### src/rtl/mem_access_ctrl.sv
// mem_access_ctrl: multi-cycle data-memory controller for the MIPS MEM stage.
// Sequences one access to a single-port synchronous SRAM with a fixed number
// of wait cycles, holding freeze high while the access is in flight.
// Optional feature macro: MEM_ADDR_CHECK_EN (out-of-range request detection).
module mem_access_ctrl #(
    parameter int          WAIT_CYCLES = 5,
    parameter int          ADDR_W      = 16,
    parameter logic [31:0] BASE_ADDR   = 32'd1024
) (
    input  logic              clk,
    input  logic              rst,
    input  logic              MEM_R_EN,
    input  logic              MEM_W_EN,
    input  logic [31:0]       ALU_result,
    input  logic [31:0]       ST_Val,
    input  logic [31:0]       sram_rdata,
    output logic              freeze,
    output logic [31:0]       rd_data,
    output logic [ADDR_W-1:0] sram_addr,
    output logic [31:0]       sram_wdata,
    output logic              sram_we_n,
    output logic              sram_oe_n,
    output logic              addr_err
);

    // Counter only has to reach WAIT_CYCLES-2.
    localparam int CNT_W = (WAIT_CYCLES > 2) ? $clog2(WAIT_CYCLES) : 1;
    localparam logic [CNT_W-1:0] CNT_LAST = CNT_W'(WAIT_CYCLES - 2);

    typedef enum logic [1:0] {
        IDLE   = 2'd0,
        ACCESS = 2'd1,
        DONE   = 2'd2
    } state_t;

    state_t           state;
    state_t           next_state;
    logic [CNT_W-1:0] cnt;
    logic             is_write;
    logic             req;
    logic [31:0]      offset;
    logic             out_of_range;
    logic             freeze_c;
    logic             unused_offset_bits;

    assign req    = MEM_R_EN | MEM_W_EN;
    assign offset = ALU_result - BASE_ADDR;

    // Byte-lane bits and bits above the word window only matter to the range check.
    assign unused_offset_bits = ^{offset[31:ADDR_W+2], offset[1:0]};

`ifdef MEM_ADDR_CHECK_EN
    // Out of range: below the base, unaligned, or past the top SRAM word.
    assign out_of_range = (ALU_result < BASE_ADDR) ||
                          (ALU_result[1:0] != 2'b00) ||
                          ((offset >> (ADDR_W + 2)) != 32'd0);

    // One-cycle error pulse in the cycle after a rejected request.
    always_ff @(posedge clk or negedge rst) begin
        if (!rst) begin
            addr_err <= 1'b0;
        end else begin
            addr_err <= (state == IDLE) && req && out_of_range;
        end
    end
`else
    assign out_of_range = 1'b0;
    assign addr_err     = 1'b0;
`endif

    // State register, access counter and latched transaction fields.
    // NOTE: sequential state uses non-blocking assignments so every register
    // samples pre-edge values and simulation matches the synthesized flops.
    always_ff @(posedge clk or negedge rst) begin
        if (!rst) begin
            state      <= IDLE;
            cnt        <= '0;
            is_write   <= 1'b0;
            sram_addr  <= '0;
            sram_wdata <= '0;
            rd_data    <= '0;
        end else begin
            state <= next_state;
            case (state)
                IDLE: begin
                    if (req) begin
                        is_write <= MEM_W_EN;
                        cnt      <= '0;
                        if (out_of_range) begin
                            if (!MEM_W_EN) begin
                                rd_data <= '0;
                            end
                        end else begin
                            sram_addr  <= offset[ADDR_W+1:2];
                            sram_wdata <= ST_Val;
                        end
                    end
                end
                ACCESS: begin
                    if (cnt == CNT_LAST) begin
                        if (!is_write) begin
                            rd_data <= sram_rdata;
                        end
                    end else begin
                        cnt <= cnt + 1'b1;
                    end
                end
                default: begin
                    // DONE: the completed instruction is still presented; hold everything.
                end
            endcase
        end
    end

    // Next-state decode plus freeze and SRAM strobes.
    // NOTE: every output of this block gets a default first, so no path can
    // leave one unassigned and infer a latch.
    always_comb begin
        next_state = state;
        freeze_c   = 1'b0;
        sram_we_n  = 1'b1;
        sram_oe_n  = 1'b1;
        case (state)
            IDLE: begin
                if (req) begin
                    freeze_c   = !out_of_range;
                    next_state = out_of_range ? DONE : ACCESS;
                end
            end
            ACCESS: begin
                freeze_c  = 1'b1;
                sram_we_n = !is_write;
                sram_oe_n = is_write;
                if (cnt == CNT_LAST) begin
                    next_state = DONE;
                end
            end
            DONE: begin
                next_state = IDLE;
            end
            default: begin
                next_state = IDLE;
            end
        endcase
    end

    // Reset holds the pipeline free-running even if a request is presented.
    assign freeze = freeze_c & rst;

endmodule

### config.mk
export PLATFORM = sky130hd
export DESIGN_NAME = mem_access_ctrl
export DESIGN_NICKNAME = d
export VERILOG_FILES = /design/src/rtl/mem_access_ctrl.sv
export SDC_FILE = /design/constraint.sdc
export NUM_CORES = 1
export LEC_CHECK = 0
export ABC_AREA = 1
export BUFFER_PORTS_ARGS = -buffer_cell sky130_fd_sc_hd__buf_2
export CAP_MARGIN = 5
export CORE_ASPECT_RATIO = 1.4
export CORE_MARGIN = 3
export CORE_UTILIZATION = 41
export DETAILED_ROUTE_END_ITERATION = 6
export GPL_TIMING_DRIVEN = 0
export PLACE_DENSITY = 0.83
export SLEW_MARGIN = 30
export SYNTH_ARGS = -nofsm -noshare
export SYNTH_HDL_FRONTEND = slang
export SYNTH_SLANG_ARGS = --single-unit
### constraint.sdc
create_clock -name clk -period 1.4 [get_ports clk]
set_clock_uncertainty 0.05 [all_clocks]
set_input_delay 0.14 -clock clk [delete_from_list [all_inputs] [get_ports clk]]
set_output_delay 0.14 -clock clk [all_outputs]
set_load 0.02 [all_outputs]
==> metrics.cfg <==
[outcome]
status=finished, violations left
violations=negative hold slack, negative setup slack

[worst_hold_path]
hp-class=input pin to async pin

[synth]
syn_avg_cell_area_um2=8.62
yosys_register_bits=86
syn-cell-area_mm2=0.00351
syn-num-nets=510
yosysUniqueCellTypes=19
synth_cells=407
yosys_warnings=0
synth_seq_area_share_pct=61.4

[detailed_routing]
ant_nets=0
drtPass1Iterations=4
drtIter0Drc=192
via_per_inst=4.89
drc_errors=0
routed_wl_mm=11.7
wl_per_cell_um=15.1
vias=3777

[placement]
io_buffers=166
post-place-ws_ns=-0.196
dp.final_hpwl_mm=6.61
gp_congestion=0.816

[grt]
antenna_found_initial=0
grt_start_max_net_pins=62
grt_pass1_vias=3885
grt-ovfl-total=0
met2_usage_pct=43.0
grt_pass1_wl_mm=18.0
grt.met1_usage_pct=24.4
grt.busiest_layer=met2
gr-usage-all-layers_pct=23.2
grtUsageMet3_pct=5.12

[floorplan]
dieArea_mm2=0.00972
core_mm2=0.00825
io_pins=184
die_height_um=115
initial_core_util_pct=42.5
dieWidth_um=84.2
fp-row-count=39

[setup_path]
cp.required_ns=1.57
worstReg2RegEnd=rd_data[21]$_DFFE_PN0P_
crit_path_max_fanout=7
rr_worst_depth=8
crit_end=rd_data[21]$_DFFE_PN0P_
cp-start-kind=register
end_kind=register
regToRegStartpoint=cnt[1]$_DFFE_PN0P_
startpoint=cnt[1]$_DFFE_PN0P_
worstSetupPathType=register to register
arrival_ns=1.63
reg2reg_slack_ns=-0.06

[power]
powerDensity_mw_per_mm2=2290
p_leak_nw=3.29
peakVddDrop_uv=1390

[finish]
drive_above_1_share_pct=42.5
seq_area_mm2=0.00215
syn2layout_area_growth_pct=69.8
final.fill_count=561
multi_input_area_mm2=0.00141
fin_nets=769

[flow_run]
cap_violations=0

[timing]
hold_slack_ns=-0.0694
clock.fmax_mhz=686
maxSlewViolCount=0
setup_ws_ns=-0.0568
finalSetupViolations=35
hold_viol=60
finalCritPeriodShare_pct=104
layout_min_cycle_time_ns=1.46
rsz0062_at_grt=true

[clock_tree]
clockRootBuffer=clkbuf_16
cts_tree=done
hold_buffers=64
cts_inserted_buffers=9
clockBufferDepth=2
cts.sink_count=86
h-tree-depth=3
clock_latency_ns=0.33
clkTransAtPathRegs_ns=0.06

==> kinds of logic after synthesis <==
kind of cell               after synthesis  share of synthesized area, %
xor gates and xnor gates                 1                         0.250
and+or+nand+nor                        272                          31.0
other                                    1                         0.107
DFF                                     86                          61.4
adders and majority gates                3                          1.07
buffers and inverters                   34                          4.67
AOI/OAI and AO/OA                       10                          1.50
==> sequential cells by signal (all words and copies together), names as in the netlist <==
name	cells
cnt	3
is_write	1
rd_data	32
sram_addr	16
sram_wdata	32
state	2
==> worst max-delay path: stages (launching register included) <==
cell and delay (ns):
dfrtp_1 0.35, ha_2 0.19, ha_4 0.14, inv_4 0.04, nor2_4 0.16, nand2_4 0.12
buf_4 0.17, nand2_1 0.06, nand2_1 0.05
==> metal layers <==
metal  wire (um)  vias up
li1            -     1770
met1        4200     1799
met2        6390      164
met3         677       44
met4         421        0
met5           0        -
==> metrics by stage <==
stage          setup TNS [ns]  std cells  instance area (um2)  power (mW)  util (%)
2_1_floorplan               0        407                 3510        7.88         -
3_3_place_gp           -50.96        675                 4470        9.72      54.1
3_5_place_dp            -5.23        676                 4500        9.95      54.6
4_1_cts                 -1.72        766                 5680        13.0      68.8
5_1_grt                 -4.86        771                 5950        14.5      72.2
6_report                -1.19        773                 5960        13.6      72.2
==> synthesized netlist by cell type <==
| master | count | area [um2] |
|---|---|---|
| a21boi_0 | 1 | 7.51 |
| a21oi_1 | 1 | 5.00 |
| buf_2 | 14 | 70.1 |
| buf_4 | 5 | 37.5 |
| clkbuf_1 | 1 | 3.75 |
| conb_1 | 1 | 3.75 |
| dfrtp_1 | 86 | 2150 |
| ha_1 | 3 | 37.5 |
| inv_1 | 12 | 45.0 |
| inv_2 | 2 | 7.51 |
| nand2_1 | 214 | 803 |
| nand2_2 | 3 | 18.8 |
| nand3_1 | 39 | 195 |
| nor2_1 | 13 | 48.8 |
| nor2_2 | 1 | 6.26 |
| nor3_2 | 1 | 10.0 |
| o21ai_0 | 8 | 40.0 |
| or2_2 | 1 | 6.26 |
| xnor2_1 | 1 | 8.76 |
==> layout by cell type (no fill, tap or decap), types with 11 or more instances in the layout <==
cell,instances
clkbuf_16,12
nand3_1,39
nand2_1,166
nand2_4,12
nor2_1,11
buf_2,168
buf_4,17
nand2_2,39
dlygate4sd3_1,60
inv_1,11
dfrtp_1,85
==> worst min-delay path by stage <==
| stage | from | end | slack (ns) |
|---|---|---|---|
| 6_report | rst | rd_data[10]$_DFFE_PN0P_ | -0.07 |
| 5_1_grt | rst | rd_data[10]$_DFFE_PN0P_ | -0.06 |
| 4_1_cts | rst | rd_data[10]$_DFFE_PN0P_ | -0.08 |
| 3_5_place_dp | rst | rd_data[16]$_DFFE_PN0P_ | -0.03 |
| 3_3_place_gp | ST_Val[10] | sram_wdata[10]$_DFFE_PN0P_ | 0.29 |
| 2_1_floorplan | rst | cnt[0]$_DFFE_PN0P_ | -0.21 |
==> power breakdown <==
group | total [mW] | leakage (nW) | internal, mW | switching (mW)
clock | 2.26 | 0.130 | 1.36 | 0.898
sequential | 4.49 | 1.05 | 3.73 | 0.760
combinational | 6.90 | 2.11 | 2.66 | 4.25
total | 13.6 | 3.29 | 7.74 | 5.90
==> layout make-up <==
| type | instances | area share [%] |
|---|---|---|
| clock buffer | 10 | 3.84 |
| antenna | 2 | 0.0840 |
| inverter | 14 | 0.966 |
| clock inverter | 4 | 0.840 |
| timing repair buffer | 249 | 29.5 |
| sequential | 86 | 36.2 |
| tap | 102 | 2.14 |
| buffer | 19 | 2.77 |
| multi-input combinational | 287 | 23.7 |
==> timing repair <==
action / in CTS / in global routing
gates resized for setup: 45 / 62
setup endpoints to repair: 36 / 77
buffers inserted: 10 / 2
pin swaps: 4 / 12
gates cloned: 2 / 4
hold endpoints to repair: 145 / 60
Power figures use the tool's default switching activity.
